[src/rtl/johnson_counter_param_if.sv]
// ---------------------------------------------------------------------------
// johnson_counter_param_if
//
// Purpose: groups the control inputs and decoded outputs of
// johnson_counter_param. Clock and reset are not part of the bundle; they
// stay plain ports on the counter.
//
// Parameters:
//   WIDTH  number of counter stages (2..32)
//   PW     phase width, derived as $clog2(2*WIDTH); do not override
//
// Signals:
//   en        advance one step per clock when high
//   dir       0 = forward sequence, 1 = reverse sequence
//   load      synchronous load of load_val (wins over en)
//   load_val  value to load, may be an illegal state
//   dout      registered counter state
//   dout_bar  bitwise complement of dout
//   phase     decoded step index of dout (0 when illegal)
//   tc        next enabled step wraps the sequence
//   illegal   dout is not a legal state of the selected mode
//
// Modports:
//   master  drives the controls, observes the outputs (testbench / user)
//   slave   the counter itself
// ---------------------------------------------------------------------------
interface johnson_counter_param_if #(
  parameter int WIDTH = 4,
  parameter int PW    = $clog2(2 * WIDTH)
) ();

  logic             en;
  logic             dir;
  logic             load;
  logic [WIDTH-1:0] load_val;
  logic [WIDTH-1:0] dout;
  logic [WIDTH-1:0] dout_bar;
  logic [PW-1:0]    phase;
  logic             tc;
  logic             illegal;

  modport master (
    output en,
    output dir,
    output load,
    output load_val,
    input  dout,
    input  dout_bar,
    input  phase,
    input  tc,
    input  illegal
  );

  modport slave (
    input  en,
    input  dir,
    input  load,
    input  load_val,
    output dout,
    output dout_bar,
    output phase,
    output tc,
    output illegal
  );

endinterface

[src/rtl/johnson_counter_param.sv]
// ---------------------------------------------------------------------------
// johnson_counter_param
//
// Purpose: parametrised twisted-ring (Johnson) or one-hot ring counter for
// phase and sequence generation. Supports run-time direction, enable and
// synchronous load, decodes the current step index and a terminal-count
// flag, and flags states that are not part of the selected sequence.
//
// Parameters:
//   WIDTH  number of stages, legal range 2..32
//   RING   0 = Johnson (period 2*WIDTH), 1 = one-hot ring (period WIDTH)
//   PW     phase width, derived as $clog2(2*WIDTH); do not override
//
// Ports:
//   clock  rising-edge clock
//   reset  asynchronous, active-low reset
//   bus    johnson_counter_param_if.slave
//            in : en, dir, load, load_val
//            out: dout, dout_bar, phase, tc, illegal
//
// Optional feature (compile-time macro):
//   JOHNSON_SELF_CORRECT_EN
//     defined     : an illegal state (with load low) is replaced by the reset
//                   value on the next clock edge, ignoring en and dir
//     not defined : illegal states shift by the normal rules and are only
//                   left again by reset or load
// ---------------------------------------------------------------------------
module johnson_counter_param #(
  parameter int WIDTH = 4,
  parameter int RING  = 0,
  parameter int PW    = $clog2(2 * WIDTH)
) (
  input  logic                  clock,
  input  logic                  reset,
  johnson_counter_param_if.slave bus
);

  // Sequence length of the selected mode and the phase that precedes a wrap
  // when counting forward.
  localparam int              PERIOD     = (RING != 0) ? WIDTH : 2 * WIDTH;
  localparam logic [PW-1:0]   LAST_PHASE = PW'(PERIOD - 1);

  // Johnson starts from all zeros; the ring starts with only the MSB set so
  // that its phase 0 is the MSB position.
  localparam logic [WIDTH-1:0] RESET_VAL =
    (RING != 0) ? {1'b1, {(WIDTH-1){1'b0}}} : {WIDTH{1'b0}};

  logic [WIDTH-1:0] state_q;
  logic [WIDTH-1:0] state_next;
  logic [WIDTH-1:0] shift_val;
  logic [PW-1:0]    raw_phase;
  logic             legal;
  logic             illegal;
  logic [PW-1:0]    phase;

  // -------------------------------------------------------------------------
  // Mode-specific shift, legality check and phase decode. Only the logic of
  // the selected mode is elaborated.
  // -------------------------------------------------------------------------
  if (RING != 0) begin : g_ring

    // Forward rotates right, reverse rotates left; either way the single
    // set bit just travels around the register.
    always_comb begin
      if (bus.dir) begin
        shift_val = {state_q[WIDTH-2:0], state_q[WIDTH-1]};
      end else begin
        shift_val = {state_q[0], state_q[WIDTH-1:1]};
      end
    end

    // A ring state is legal when exactly one bit is set: non-zero and
    // clearing the lowest set bit leaves nothing.
    assign legal = (state_q != '0) &&
                   ((state_q & (state_q - WIDTH'(1))) == '0);

    // The phase is the position of the set bit counted from the MSB. For a
    // legal state exactly one term contributes, so a plain OR of the
    // candidate indices is enough and stays a shallow tree. Illegal states
    // produce garbage here, which the output mux masks to zero.
    always_comb begin
      raw_phase = '0;
      for (int i = 0; i < WIDTH; i++) begin
        if (state_q[i]) begin
          raw_phase = raw_phase | PW'(WIDTH - 1 - i);
        end
      end
    end

  end else begin : g_johnson

    logic [WIDTH-2:0] upper_bits;
    logic [WIDTH-2:0] lower_bits;
    logic             msb_run;
    logic             lsb_run;
    logic [PW-1:0]    ones;
    logic [PW:0]      back_half;

    // Forward feeds the inverted LSB into the MSB; reverse feeds the
    // inverted MSB into the LSB, which retraces the forward sequence.
    always_comb begin
      if (bus.dir) begin
        shift_val = {state_q[WIDTH-2:0], ~state_q[WIDTH-1]};
      end else begin
        shift_val = {~state_q[0], state_q[WIDTH-1:1]};
      end
    end

    // Neighbouring bit pairs: upper_bits[i] is the bit just above
    // lower_bits[i].
    assign upper_bits = state_q[WIDTH-1:1];
    assign lower_bits = state_q[WIDTH-2:0];

    // A run of ones anchored at the MSB means every set bit has a set bit
    // above it; a run anchored at the LSB means every set bit has a set bit
    // below it. All-zero and all-one satisfy both.
    assign msb_run = &(~lower_bits | upper_bits);
    assign lsb_run = &(~upper_bits | lower_bits);
    assign legal   = msb_run | lsb_run;

    // Population count; a synthesiser turns the chain into an adder tree.
    always_comb begin
      ones = '0;
      for (int i = 0; i < WIDTH; i++) begin
        ones = ones + PW'(state_q[i]);
      end
    end

    // First half of the sequence fills ones in from the MSB, so the phase is
    // simply the number of ones. Second half drains them from the top, so
    // the phase is 2*WIDTH minus the remaining ones. One extra bit keeps
    // 2*WIDTH representable when it equals 2**PW.
    assign back_half = (PW + 1)'(2 * WIDTH) - {1'b0, ones};

    always_comb begin
      if (state_q[WIDTH-1]) begin
        raw_phase = ones;
      end else if (state_q == '0) begin
        raw_phase = '0;
      end else begin
        raw_phase = back_half[PW-1:0];
      end
    end

  end

  assign illegal = ~legal;

  // Illegal states never report a meaningful position.
  assign phase = illegal ? '0 : raw_phase;

  // -------------------------------------------------------------------------
  // Next-state selection. Load wins over everything so software can always
  // force a known value, even an illegal one for test purposes. When
  // self-correction is built in, an illegal state is replaced by the reset
  // value without looking at en or dir.
  // -------------------------------------------------------------------------
  always_comb begin
    state_next = state_q;
    if (bus.load) begin
      state_next = bus.load_val;
    end
`ifdef JOHNSON_SELF_CORRECT_EN
    else if (illegal) begin
      state_next = RESET_VAL;
    end
`endif
    else if (bus.en) begin
      state_next = shift_val;
    end
  end

  // -------------------------------------------------------------------------
  // The only state in the design. Reset clears asynchronously so the
  // outputs follow immediately; release is assumed synchronised upstream.
  // -------------------------------------------------------------------------
  always_ff @(posedge clock or negedge reset) begin
    if (!reset) begin
      state_q <= RESET_VAL;
    end else begin
      state_q <= state_next;
    end
  end

  // -------------------------------------------------------------------------
  // Outputs. Terminal count looks ahead at the step that would happen on the
  // next edge: it is suppressed by load (no step happens) and by an illegal
  // state (there is no sequence to wrap).
  // -------------------------------------------------------------------------
  assign bus.dout     = state_q;
  assign bus.dout_bar = ~state_q;
  assign bus.phase    = phase;
  assign bus.illegal  = illegal;
  assign bus.tc       = bus.en & ~bus.load & legal &
                        (bus.dir ? (phase == '0) : (phase == LAST_PHASE));

endmodule
[src/flat_wrapper.sv]
// flat-port wrapper written by rule: the top's interface ports become plain ports
module johnson_counter_param_flat 
#(
  parameter int WIDTH = 4,
  parameter int RING  = 0,
  parameter int PW    = $clog2(2 * WIDTH)
)
  (clock, reset, bus_en, bus_dir, bus_load, bus_load_val, bus_dout, bus_dout_bar, bus_phase, bus_tc, bus_illegal);
  johnson_counter_param_if #(.WIDTH(WIDTH), .PW(PW)) bus_i ();
  input  logic clock;
  input  logic reset;
  input wire logic [$bits(bus_i.en)-1:0] bus_en;
  input wire logic [$bits(bus_i.dir)-1:0] bus_dir;
  input wire logic [$bits(bus_i.load)-1:0] bus_load;
  input wire logic [$bits(bus_i.load_val)-1:0] bus_load_val;
  output wire logic [$bits(bus_i.dout)-1:0] bus_dout;
  output wire logic [$bits(bus_i.dout_bar)-1:0] bus_dout_bar;
  output wire logic [$bits(bus_i.phase)-1:0] bus_phase;
  output wire logic [$bits(bus_i.tc)-1:0] bus_tc;
  output wire logic [$bits(bus_i.illegal)-1:0] bus_illegal;
  assign bus_i.en = bus_en;
  assign bus_i.dir = bus_dir;
  assign bus_i.load = bus_load;
  assign bus_i.load_val = bus_load_val;
  assign bus_dout = bus_i.dout;
  assign bus_dout_bar = bus_i.dout_bar;
  assign bus_phase = bus_i.phase;
  assign bus_tc = bus_i.tc;
  assign bus_illegal = bus_i.illegal;
  johnson_counter_param #(.WIDTH(WIDTH), .RING(RING), .PW(PW)) u_core (.clock(clock), .reset(reset), .bus(bus_i));
endmodule
[config.mk]
export PLATFORM = sky130hd
export DESIGN_NAME = johnson_counter_param_flat
export DESIGN_NICKNAME = d
export VERILOG_FILES = /design/src/rtl/johnson_counter_param_if.sv /design/src/rtl/johnson_counter_param.sv /design/src/flat_wrapper.sv
export SDC_FILE = /design/constraint.sdc
export NUM_CORES = 1
export LEC_CHECK = 0
export ABC_AREA = 1
export CAP_MARGIN = 25
export CELL_PAD_IN_SITES_DETAIL_PLACEMENT = 0
export CELL_PAD_IN_SITES_GLOBAL_PLACEMENT = 1
export CORE_AREA = 2 2 46 48
export CTS_CLUSTER_DIAMETER = 100
export DETAILED_ROUTE_END_ITERATION = 8
export DIE_AREA = 0 0 48 50
export HOLD_SLACK_MARGIN = 0.05
export PLACE_DENSITY = 0.82
export SLEW_MARGIN = 40
export SYNTH_ARGS = -nofsm -noshare
export SYNTH_HDL_FRONTEND = slang
export SYNTH_SLANG_ARGS = --single-unit
[constraint.sdc]
create_clock -name clock -period 5.9 [get_ports clock]
set_input_delay 0.885 -clock clock [delete_from_list [all_inputs] [get_ports clock]]
set_output_delay 0.885 -clock clock [all_outputs]
set_load 0.1 [all_outputs]
==> results.json <==
{
  "total_power_uw": 281,
  "synth.ff_latch_count": 4,
  "synth_edf_count": 0,
  "syn_inst": 85,
  "outcome": "finished clean",
  "synth_fp_nets": 99,
  "grt_pass1_vias": 580,
  "antennaDiodeCount": 0,
  "max-cap-violations": 0,
  "design_area_um2": 714,
  "firstDrtPassIters": 4,
  "grt_pass1_wl_mm": 2.19,
  "peakVddDrop_v": 0.000180,
  "path_class": "register to output pin",
  "route.vias.total": 617,
  "hold_viol": 0,
  "cts_sinks": 4,
  "yosysTopAreaCell": "nand2_1",
  "yosysTopAreaCellShare_pct": 19.4,
  "path_max_fanout": 10,
  "cts_tree": "built",
  "postSynth.asyncResetShare_pct": 100,
  "cellPowerDensity_nw_per_um2": 394,
  "grt_use_total_pct": 12.5,
  "post-route-drc-count": 0,
  "worst_slew_pin_slew_ns": 0.489,
  "tns_ns": 0,
  "ys_top_cells_by_area": "nand2_1, dfrtp_1, inv_1",
  "io_pins": 22,
  "use_met1_pct": 13.6,
  "met2_usage_pct": 22.0,
  "die_x_um": 48,
  "netlist_top_cells_count": "nand2_1, inv_1, nor2_1, o21ai_0",
  "slew_viol_final": 0,
  "skew_ns": 0.00798,
  "placed_area_um2": 692,
  "syn_to_final_growth_pct": 36.9,
  "drtIter0Drc": 11,
  "cts-buffers-inserted": 3,
  "drive_above_1_share_pct": 23.1,
  "place_hpwl_mm": 1.06,
  "worstPathArrival_ns": 3.18,
  "cp-start-kind": "register",
  "dieArea_um2": 2400,
  "yosysMostFrequentCell": "nand2_1",
  "wl_per_cell_um": 9.50,
  "core_um2": 1900,
  "grt-busiest-layer": "met2",
  "min_period_ns": 4.07,
  "htreeDepth": 1,
  "grt_max_degree": 13,
  "ctsResizeCount": 0,
  "clock_path_buffers": 2,
  "avgViaCountPerCell": 4.57,
  "cp.required_ns": 5.02,
  "port_buffers": 21,
  "insertion_delay_ns": 0.24,
  "fmax_ghz": 0.246,
  "clk_pin_slew_ns": 0.04,
  "ys_warn_count": 0,
  "postCtsHoldBufs": 0,
  "die_y_um": 50,
  "rsz0062_at_grt": "no",
  "clockRootBuffer": "clkbuf_4",
  "post_cts_buffers": 0,
  "rows": 16,
  "ant_nets": 0,
  "synth_cell_types": 18,
  "antenna_found_initial": 0,
  "synth.avg_cell_area_um2": 6.14,
  "overflow": 0,
  "setup_viol": 0,
  "crit_path_end_kind": "output pin",
  "largest_reg_flops": 4,
  "use_met3_pct": 1.47,
  "initial_core_util_pct": 27.4,
  "hp-class": "register to register",
  "p_leak_uw": 0.000402,
  "fin_nets": 124,
  "netlist_area_um2": 522,
  "ys_seq_area_share_pct": 19.2,
  "finalCritPeriodShare_pct": 68.9,
  "timing.slew.headroom_pct": 67.6,
  "synth_flop_cell": "dfrtp_1",
  "routed_wl_mm": 1.28,
  "place_congestion": 0.744
}
placed cells by master, fill, tap and decap left out:
cell,count
a21oi_1,1
a21oi_2,1
buf_2,13
clkbuf_4,3
clkdlybuf4s50_1,8
dfrtp_1,4
fa_1,1
ha_1,4
inv_1,16
inv_2,1
nand2_1,27
nand2_2,2
nand3_1,3
nand3_2,1
nor2_1,9
nor2_2,3
o21ai_0,5
o21bai_1,1
o221ai_1,4
or2_2,1
per-layer routing:
metal	wire length [um]	share of wire (%)
met1	540	42
met2	656	51
met3	61	4.8
met4	25	1.9
met5	0	0
kinds of logic after synthesis:
kind of cell	count (synthesis)	share of synthesized area [%]
DFF	4	19.2
and+or+nand+nor	46	37.4
AOI/OAI and AO/OA	12	15.6
buffers and inverters	18	14.4
adders and majority gates	5	13.4
power breakdown:
| group | internal, uW | total (uW) | switching, uW |
|---|---|---|---|
| registers | 30.5 | 38.7 | 8.15 |
| clock network | 22.8 | 34.7 | 11.9 |
| logic | 44.0 | 208 | 164 |
| total | 97.3 | 281 | 184 |
metrics by stage:
step                      worst slack [ns]  utilization, %  instances  hold WS (ns)
after CTS                             1.82            37.6        135         0.743
final                                 1.83            37.6        135         0.757
after floorplan                      0.175               -         85         0.589
after global placement                1.40            39.8        132         0.755
after detailed placement              2.12            36.4        132         0.737
after global routing                  1.57            37.6        135         0.824
final timing paths:
kind	startpoint	end	slack [ns]	cells past startpoint
min in group asynchronous	reset	u_core.bus.dout[2]	0.84	1
min	u_core.bus.dout[2]	u_core.bus.dout[1]	0.76	2
max	u_core.bus.dout[1]	bus_tc	1.83	18
max reg2reg	u_core.bus.dout[0]	u_core.bus.dout[3]	4.83	3
min reg2reg	u_core.bus.dout[2]	u_core.bus.dout[1]	0.76	2
max in group asynchronous	reset	u_core.bus.dout[3]	4.88	1
worst max-delay path, stage by stage, from the launching register on:
cell     delay [ns]
dfrtp_1        0.52
inv_1          0.16
ha_1           0.30
inv_1          0.04
fa_1           0.36
inv_1          0.07
ha_1           0.23
inv_1          0.06
ha_1           0.22
inv_1          0.05
nor2_1         0.04
nand2_1        0.08
nand2_1        0.05
nand2_1        0.07
nand3_1        0.09
nand2_1        0.06
inv_1          0.05
nor2_2         0.06
buf_2          0.42
layout make-up:
| type | count | area [um2] |
|---|---|---|
| fill | 213 | 1190 |
| multi-input combinational | 63 | 349 |
| timing repair buffer | 21 | 145 |
| sequential | 4 | 100 |
| inverter | 17 | 63.8 |
| tap | 27 | 33.8 |
| clock buffer | 3 | 22.5 |
Power figures use the tool's default switching activity.
